**src/rtl/piso_serializer.sv**
```systemverilog
// Parallel-in/serial-out shifter with ready/valid load and shift-enable handshake.
// Define PISO_PARITY_EN to append an even-parity bit after each word's data bits.
module piso_serializer #(
    parameter int WIDTH     = 8,
    parameter bit LSB_FIRST = 1'b1
) (
    input  logic             clk,
    input  logic             rst,
    input  logic             load_valid,
    output logic             load_ready,
    input  logic [WIDTH-1:0] load_data,
    input  logic             shift_en,
    output logic             sout,
    output logic             sout_valid,
    output logic             busy,
    output logic             done
);

`ifdef PISO_PARITY_EN
    localparam int FRAME_LEN = WIDTH + 1;
`else
    localparam int FRAME_LEN = WIDTH;
`endif
    localparam int CW = $clog2(WIDTH + 1);

    typedef enum logic {IDLE, SHIFT} state_t;

    state_t           state;
    logic [WIDTH-1:0] shreg;
    logic [CW-1:0]    cnt;
    logic             last;
    logic             take;
    logic             fire;
    logic             data_bit;

    assign last       = (cnt == CW'(FRAME_LEN - 1));
    assign take       = (state == SHIFT) && shift_en;
    assign load_ready = !rst && ((state == IDLE) || (take && last));
    assign fire       = load_valid && load_ready;
    assign data_bit   = LSB_FIRST ? shreg[0] : shreg[WIDTH-1];

`ifdef PISO_PARITY_EN
    logic par;

    // Data bits are zero-filled away, so only the parity slot needs a mux.
    assign sout = busy & ((cnt == CW'(WIDTH)) ? par : data_bit);

    always_ff @(posedge clk) begin
        if (rst) begin
            par <= 1'b0;
        end else if (fire) begin
            par <= ^load_data;
        end
    end
`else
    assign sout = busy & data_bit;
`endif

    always_ff @(posedge clk) begin
        if (rst) begin
            state      <= IDLE;
            shreg      <= '0;
            cnt        <= '0;
            done       <= 1'b0;
            busy       <= 1'b0;
            sout_valid <= 1'b0;
        end else begin
            done <= take && last;
            if (fire) begin
                state      <= SHIFT;
                shreg      <= load_data;
                cnt        <= '0;
                busy       <= 1'b1;
                sout_valid <= 1'b1;
            end else if (take) begin
                if (LSB_FIRST) begin
                    shreg <= {1'b0, shreg[WIDTH-1:1]};
                end else begin
                    shreg <= {shreg[WIDTH-2:0], 1'b0};
                end
                if (last) begin
                    state      <= IDLE;
                    cnt        <= '0;
                    busy       <= 1'b0;
                    sout_valid <= 1'b0;
                end else begin
                    cnt <= cnt + CW'(1);
                end
            end
        end
    end

endmodule

```
**config.mk**
```make
export PLATFORM = sky130hd
export DESIGN_NAME = piso_serializer
export DESIGN_NICKNAME = d
export VERILOG_FILES = /design/src/rtl/piso_serializer.sv
export SDC_FILE = /design/constraint.sdc
export NUM_CORES = 1
export LEC_CHECK = 0
export CAP_MARGIN = 20
export CORE_ASPECT_RATIO = 1.25
export CORE_UTILIZATION = 40
export DETAILED_ROUTE_END_ITERATION = 7
export DONT_BUFFER_PORTS = 1
export GPL_TIMING_DRIVEN = 0
export SLEW_MARGIN = 25
export SYNTH_ARGS = -nofsm -noshare
export SYNTH_HDL_FRONTEND = slang
export SYNTH_SLANG_ARGS = --single-unit
```
**constraint.sdc**
```tcl
create_clock -name clk -period 2.9 [get_ports clk]
set_input_delay 0.29 -clock clk [delete_from_list [all_inputs] [get_ports clk]]
set_output_delay 0.29 -clock clk [all_outputs]
set_load 0.005 [all_outputs]
```
# After elaboration in Yosys (flattened, before gate mapping)
# Cells that the tools add are included.
# classes
n_bitwise	2
n_addsub	1
n_eq_ne	1
n_reduce_logical	10
muxes	6
# op_table
cell	count
$mux W8	2
$add A4 B1 Y4 const B	1
$eq A4 B3 Y1 const B	1
$logic_and A1 B1 Y1	4
$mux W4	1
$reduce_bool A2 Y1	2
$mux W1	3
$reduce_and A2 Y1	1
$reduce_or A2 Y1	1
$and A1 B1 Y1	1
$logic_not A1 Y1	1
$logic_or A1 B1 Y1	1
$not A1 Y1	1
# totals
elab_cells	24
reg_bits	14
output_inout_bits	5
input_bits	12

# Logic depth before layout (Yosys ltp)
# Gate-level depths: netlist of run 1.
# logic_depth
depth_word	7
ltp_mapped	5
ltp_nobuf	4

# Least setup slack after synthesis of run 1
# Ideal clock, no wire load.
# synth_path
path_kind	flip-flop to flip-flop
from	reg cnt[0]
to	reg shreg[0]
arrival_time_ns	1.267
t_required_ns	2.779
stages_incl_launch_ff	5
path_buffers	0
synth_period_minus_slack_ns	1.388
setup_time_ns	0.121
path_slack_ns	1.512
path_cell_list	dfxtp_1 -> ha_1 -> and4b_4 -> o21ai_4 -> mux2_2
# synth_between
elab_chain_cells	6
elab_cells_between_ends	7
cone_classes	eq/ne (1); mux (1); reduce/logical (5)
# synth_rtl
element	line_no	text
from (decl)	30	logic [CW-1:0] cnt;
from (signal assigned)	87	cnt <= cnt + CW'(1);
$eq A4 B3 Y1 *	36	assign last = (cnt == CW'(FRAME_LEN - 1));
$logic_and A1 B1 Y1 *	38	assign load_ready = !rst && ((state == IDLE) || (take && last));
$logic_or A1 B1 Y1 *	38	
$logic_and A1 B1 Y1 *	38	
$logic_and A1 B1 Y1 *	39	assign fire = load_valid && load_ready;
$mux W8 / $reduce_bool A2 Y1 (equally long branches)	n/a	
to (signal assigned)	71	shreg <= load_data;
to (signal assigned)	77	shreg <= {1'b0, shreg[WIDTH-1:1]};
to (signal assigned)	79	shreg <= {shreg[WIDTH-2:0], 1'b0};
to (decl)	29	logic [WIDTH-1:0] shreg;
# Every way passes the cells marked *; elsewhere a longest branch is shown, timed or not.
# A chain may end at the register's enable or synchronous reset.

# Final worst setup path of run 1
# layout_path
from	reg cnt[0]
to	out load_ready
# layout_between
elab_chain_cells	4
# layout_rtl
element	line_no	text
$eq A4 B3 Y1	36	
$logic_and A1 B1 Y1	38	
$logic_or A1 B1 Y1	38	
$logic_and A1 B1 Y1	38	
to (decl)	10	output logic load_ready,
# Every way passes these cells.

==> qor.csv, run 1 <==
stage;metric;value;unit
cts;Max clock buf depth;2;
setup_path;Worst Path Max Fanout;4;
synthesis;yosys warns;0;
detailed_routing;Initial DRC Count;8;
cells_and_area;nets;97;
grt;vias in the first global route;587;
setup_path;Worst setup SP type;register;
cts;CTS tree;yes;
worst_hold_path;class of the worst hold path;primary input to register;
setup_path;Worst Path Arrival;1.32;ns
placed_design;dpl cells;98;
worst_hold_path;hold path endpoint;state$_SDFFE_PP0P_;
worst_hold_path;origin of the worst min-delay path;load_valid;
cts;CTS clk-pin slew, worst paths;0.09;ns
setup_path;WS Path Type;register to primary output;
floorplan;chip width;41.0;um
placed_design;I/O Buffers;0;
timing;RSZ-0062 raised after global routing;no;
synthesis;Synth Net Count;92;
cells_and_area;FILL cells;181;
detailed_routing;via count;596;
pwr;pwr/cell area;499;mW/mm^2
floorplan;initial cell density of the core;43.1;%
synthesis;Synth cell types;28;
detailed_routing;vias per cell;5.84;
synthesis;Mapped Avg Cell Area;9.63;um^2
pwr;Leak Pwr;0.320;nW
floorplan;core area;0.00177;mm^2
flow_run;max_cap viols;0;
cts;CTS root buf;clkbuf_4;
synthesis;post-synthesis register bit count;14;
timing;worst-margin pin slew;0.450;ns
cts;CTS Hold Bufs;0;
cts;Post-CTS Setup Inserts;0;
setup_path;Critical R2R Capture;shreg[3]$_SDFFE_PP0P_;
cts;Clock Sink Count;14;
cts;CTS Buf Count;3;
placed_design;gp weighted congestion;0.758;
detailed_routing;final WL;1.47;mm
grt;largest net degree at the start of global routing;11;
setup_path;setup slack, reg-to-reg;1.38;ns
grt;grt ovf;0;
timing;Final Skew;0.00448;ns
cts;H-tree Lvls;1;
detailed_routing;DR pass1 iterations;3;
setup_path;reg2reg path depth;4;
synthesis;Post-Syn Instances;79;
grt;GRT Overall Usage;18.3;%
detailed_routing;Post-DRT Antenna Nets;0;
worst_hold_path;Hold Path Depth;2;
cts;CTS resizes;0;
synthesis;register area share after synthesis;36.8;%
setup_path;Crit Reg-Reg Startpoint;cnt[0]$_SDFFE_PP0P_;
grt;initial antenna violation count;0;
cells_and_area;Post-Layout Cell Count;102;
timing;Max Freq;622;MHz
placed_design;Final HPWL DP;1.09;mm
detailed_routing;DRC errors left;0;
grt;first-pass GRT wire length;2.50;mm
timing;Fin Setup TNS;0;ns
timing;Slew headroom;70.0;%
timing;period utilization;55.4;%
cells_and_area;diode count;0;
floorplan;Rows;17;
synthesis;Cell Area, Synth;761;um^2
floorplan;Die Ht;50.8;um
setup_path;Req. time, crit path;2.61;ns
cells_and_area;share of layout cells above drive strength 1;32.5;%
timing;final setup vio count;0;
timing;Final Hold Fails;0;
pwr;peak supply drop;301;uV
setup_path;Worst setup EP type;primary output;
timing;Tmin final;1.61;ns
floorplan;die area;0.00208;mm^2
detailed_routing;WL per Instance;14.4;um
run_status;status;finished clean;
cells_and_area;Layout area overhead;7.89;%
timing;Pins Over Slew Limit;0;
cts;worst skew pair latency;0.29;ns
floorplan;I/O Pins;17;
-- metal layers --
layer / global-route usage (%) / up-vias / part of all wire, %
met5: 0 / - / 0
met4: 10.0 / 0 / 2.4
met3: 6.19 / 5 / 6.8
met2: 28.1 / 16 / 49
met1: 20.9 / 286 / 41
li1: - / 289 / -
-- worst max path at each step --
stage,slack [ns],startpoint,depth (start not counted),endpoint
6_report,1.29,cnt[0]$_SDFFE_PP0P_,3,load_ready
5_1_grt,1.17,cnt[0]$_SDFFE_PP0P_,3,load_ready
4_1_cts,1.28,cnt[0]$_SDFFE_PP0P_,3,load_ready
3_5_place_dp,1.39,cnt[0]$_SDFFE_PP0P_,4,shreg[3]$_SDFFE_PP0P_
3_3_place_gp,1.41,cnt[0]$_SDFFE_PP0P_,4,shreg[6]$_SDFFE_PP0P_
2_1_floorplan,1.51,cnt[0]$_SDFFE_PP0P_,4,shreg[0]$_SDFFE_PP0P_
-- flip-flops by register name, summed over array words and instances, names as in the netlist --
| name | flops |
|---|---|
| done | 1 |
| shreg | 8 |
| state | 1 |
| cnt | 4 |
-- Yosys cell counts --
master | number | area share, %
o21ai_4 | 1 | 2.1
or3_1 | 1 | 0.82
a21boi_2 | 1 | 1.5
o211ai_1 | 2 | 2.0
buf_4 | 4 | 3.9
and4b_4 | 1 | 1.8
nor3_1 | 3 | 2.0
o21ai_0 | 2 | 1.3
nand2_1 | 1 | 0.49
and2b_2 | 1 | 1.2
a21oi_1 | 9 | 5.9
xor2_1 | 2 | 2.3
nor2_1 | 2 | 0.99
nand4b_1 | 1 | 1.2
mux2i_1 | 2 | 2.6
dfxtp_1 | 14 | 37
mux2_2 | 6 | 8.9
nand2b_1 | 1 | 0.82
o31ai_2 | 1 | 1.6
inv_1 | 3 | 1.5
buf_1 | 1 | 0.49
a21bo_2 | 6 | 7.9
ha_1 | 1 | 1.6
o221ai_1 | 1 | 1.2
nand3_1 | 9 | 5.9
nand2_2 | 1 | 0.82
buf_6 | 1 | 1.5
and2_1 | 1 | 0.82
-- layout make-up --
cell class                      count  area [um^2]  area share, %
Multi-Input combinational cell     56          424           51.7
Sequential cell                    14          280           34.1
Buffer                              6         45.0           5.49
Clock buffer                        4         36.3           4.42
Tap cell                           19         23.8           2.90
Inverter                            3         11.3           1.37
-- layout by cell type, fill, tap and decap left out, types with 2 or more instances in the layout --
| cell type | n |
|---|---|
| a21bo_2 | 6 |
| a21oi_1 | 9 |
| buf_4 | 4 |
| clkbuf_4 | 3 |
| dfxtp_1 | 14 |
| inv_1 | 3 |
| mux2_2 | 6 |
| mux2i_1 | 2 |
| nand3_1 | 9 |
| nor2_1 | 2 |
| nor3_1 | 3 |
| o211ai_1 | 2 |
| o21ai_0 | 2 |
| xor2_1 | 2 |
-- cell families (layout without fill, tap and decap cells) --
family	after synthesis	after routing	synth area share (%)
buffers and inverters	9	13	7.40
multiplexers	8	8	11.5
AO/OA/AOI/OAI	23	23	23.5
AND/OR/NAND/NOR	22	22	16.8
adder cells (fa/ha/maj)	1	1	1.64
flip-flops	14	14	36.8
XOR/XNOR	2	2	2.30
-- per-stage QoR --
| step | power (mW) | utilization, % | area (um^2) | hold slack (ns) | setup WS [ns] |
|---|---|---|---|---|---|
| 2_1_floorplan | 0.258 | - | 761 | 0.407 | 1.51 |
| 3_3_place_gp | 0.266 | 44.4 | 785 | 0.414 | 1.41 |
| 3_5_place_dp | 0.267 | 44.4 | 785 | 0.421 | 1.39 |
| 4_1_cts | 0.411 | 46.5 | 821 | 0.122 | 1.28 |
| 5_1_grt | 0.430 | 46.5 | 821 | 0.117 | 1.17 |
| 6_report | 0.410 | 46.5 | 821 | 0.118 | 1.29 |
-- power breakdown --
group	leakage, nW	internal (mW)	total (mW)	switching (mW)
combinational	0.185	0.0276	0.0534	0.0259
sequential	0.115	0.203	0.209	0.00602
clock	0.0210	0.0766	0.148	0.0711
total	0.320	0.307	0.410	0.103
-- critical path, cell delays in order (launching register included) --
cell and delay [ns]:
dfxtp_1 0.38, ha_1 0.24, nand4b_1 0.18, a21oi_1 0.23
Power figures use the tool's default switching activity.
==> run 2: changes to the inputs <==
- clock period: 2.9 -> 1.7 ns (I/O delays scaled with it)
==> run 2 against run 1 <==
Combinational power increased by 74%. Clock skew decreased by 0.0016 ns. Count of clock-buffer cells in the layout unchanged. Sequential power increased by 70%. Via count decreased by 0.17%. Hold slack got worse by 0.12 ns. Final area increased by 1.2%. Cell count increased by 0.98%. Total power increased by 71%. Largest cell class unchanged. Highest routed layer unchanged.
==> qor.csv, run 2 (synthesis results as in run 1) <==
stage;metric;value;unit
floorplan;I/O Pins;17;
detailed_routing;DR pass1 iterations;4;
pwr;peak supply drop;512;uV
timing;RSZ-0062 raised after global routing;no;
cells_and_area;commonest non-fill, non-tap cell in the layout;dfxtp_1;
flow_run;max_cap viols;0;
cells_and_area;FILL cells;182;
cts;Post-CTS Setup Inserts;0;
timing;final setup vio count;0;
setup_path;Worst Path Max Fanout;6;
floorplan;chip width;41.0;um
pwr;pwr/cell area;841;mW/mm^2
timing;Fin Setup TNS;0;ns
cts;CTS resizes;0;
placed_design;gp weighted congestion;0.758;
placed_design;dpl cells;98;
setup_path;WS Path Type;register to register;
timing;final hold slack;0.00126;ns
detailed_routing;vias per cell;5.78;
detailed_routing;final WL;1.48;mm
floorplan;die area;0.00208;mm^2
grt;vias in the first global route;587;
detailed_routing;via count;595;
setup_path;CP delay by family, top;multiplexers;
placed_design;I/O Buffers;0;
setup_path;Max stage delay cell, worst path;mux2_2;
cells_and_area;share of layout cells above drive strength 1;32.1;%
cells_and_area;nets;98;
setup_path;Worst setup SP type;register;
cells_and_area;Reg with most FFs;shreg;
grt;largest net degree at the start of global routing;11;
setup_path;Worst setup EP type;register;
cts;CTS Buf Count;3;
cts;CTS clk-pin slew, worst paths;0.09;ns
cts;CTS tree;yes;
cts;CTS Hold Bufs;0;
cells_and_area;area occupied by multi-input gates;424;um^2
cells_and_area;post-route cell area;831;um^2
setup_path;WP buf/inv;0;
setup_path;Req. time, crit path;1.88;ns
setup_path;Cell Chain, Critical Path;ha_1, and4b_4, o21ai_4, mux2_2;
placed_design;Final HPWL DP;1.09;mm
cells_and_area;most frequent cells in the layout;dfxtp_1, a21oi_1, nand3_1;
detailed_routing;DRC errors left;0;
timing;worst-margin pin slew;0.452;ns
timing;Final Skew;0.00290;ns
worst_hold_path;class of the worst hold path;primary input to register;
cts;Max clock buf depth;2;
cts;worst skew pair latency;0.29;ns
floorplan;core area;0.00177;mm^2
timing;Tmin final;1.52;ns
grt;first-pass GRT wire length;2.50;mm
floorplan;Rows;17;
cells_and_area;Largest regs;shreg (8), cnt (4);
timing;Max Freq;660;MHz
grt;grt ovf;0;
setup_path;Worst Path Arrival;1.70;ns
floorplan;Die Ht;50.8;um
detailed_routing;Post-DRT Antenna Nets;0;
cts;Clock Sink Count;14;
timing;Pins Over Slew Limit;0;
cells_and_area;max reg flops;8;
placed_design;Setup WS pre-CTS;0.189;ns
detailed_routing;WL per Instance;14.3;um
timing;Worst Slack Setup Final;0.184;ns
timing;Slew headroom;69.9;%
timing;Final Hold Fails;0;
timing;period utilization;89.2;%
floorplan;initial cell density of the core;43.1;%
cells_and_area;final core utilization;47.1;%
placed_design;placed inst area;785;um^2
setup_path;biggest cell delay along the critical path;0.37;ns
cts;H-tree Lvls;1;
setup_path;setup slack, reg-to-reg;0.18;ns
cells_and_area;Post-Layout Cell Count;103;
run_status;status;finished clean;
pwr;total power;0.699;mW
grt;initial antenna violation count;0;
cells_and_area;register area;280;um^2
pwr;Leak Pwr;0.324;nW
grt;GRT Overall Usage;18.3;%
detailed_routing;Initial DRC Count;8;
cells_and_area;Layout area overhead;9.21;%
cts;CTS root buf;clkbuf_4;
cells_and_area;diode count;0;
## run 2: cell types whose count changed in the layout (fill, tap and decap cells not counted), sizes merged
cell         previous run  this run
dlygate4sd3             0         1
## run 2: area by class of cell
| class | count | share of cell area (%) |
|---|---|---|
| Multi-Input combinational cell | 56 | 51.1 |
| Clock buffer | 4 | 4.37 |
| Sequential cell | 14 | 33.7 |
| Buffer | 6 | 5.42 |
| Inverter | 3 | 1.36 |
| Timing Repair Buffer | 1 | 1.20 |
| Tap cell | 19 | 2.86 |
## run 2: path summary, 6_finish.rpt
| path | cells past startpoint | start | end |
|---|---|---|---|
| max reg2reg | 4 | cnt[0]$_SDFFE_PP0P_ | shreg[3]$_SDFFE_PP0P_ |
| min | 2 | load_valid | state$_SDFFE_PP0P_ |
| min reg2reg | 2 | shreg[7]$_SDFFE_PP0P_ | shreg[7]$_SDFFE_PP0P_ |
| max | 4 | cnt[0]$_SDFFE_PP0P_ | shreg[3]$_SDFFE_PP0P_ |
## run 2: power breakdown
part	internal [mW]	switching, mW	total, mW
Sequential	0.345	0.0102	0.356
Combinational	0.0486	0.0445	0.0931
Clock	0.131	0.119	0.250
Total	0.525	0.174	0.699
## run 2: metal layers
layer	GRT usage [%]	share of wire, %	vias up
li1	-	-	292
met1	20.9	42	282
met2	28.1	49	16
met3	6.19	6.4	5
met4	10.0	2.4	0
met5	0	0	-
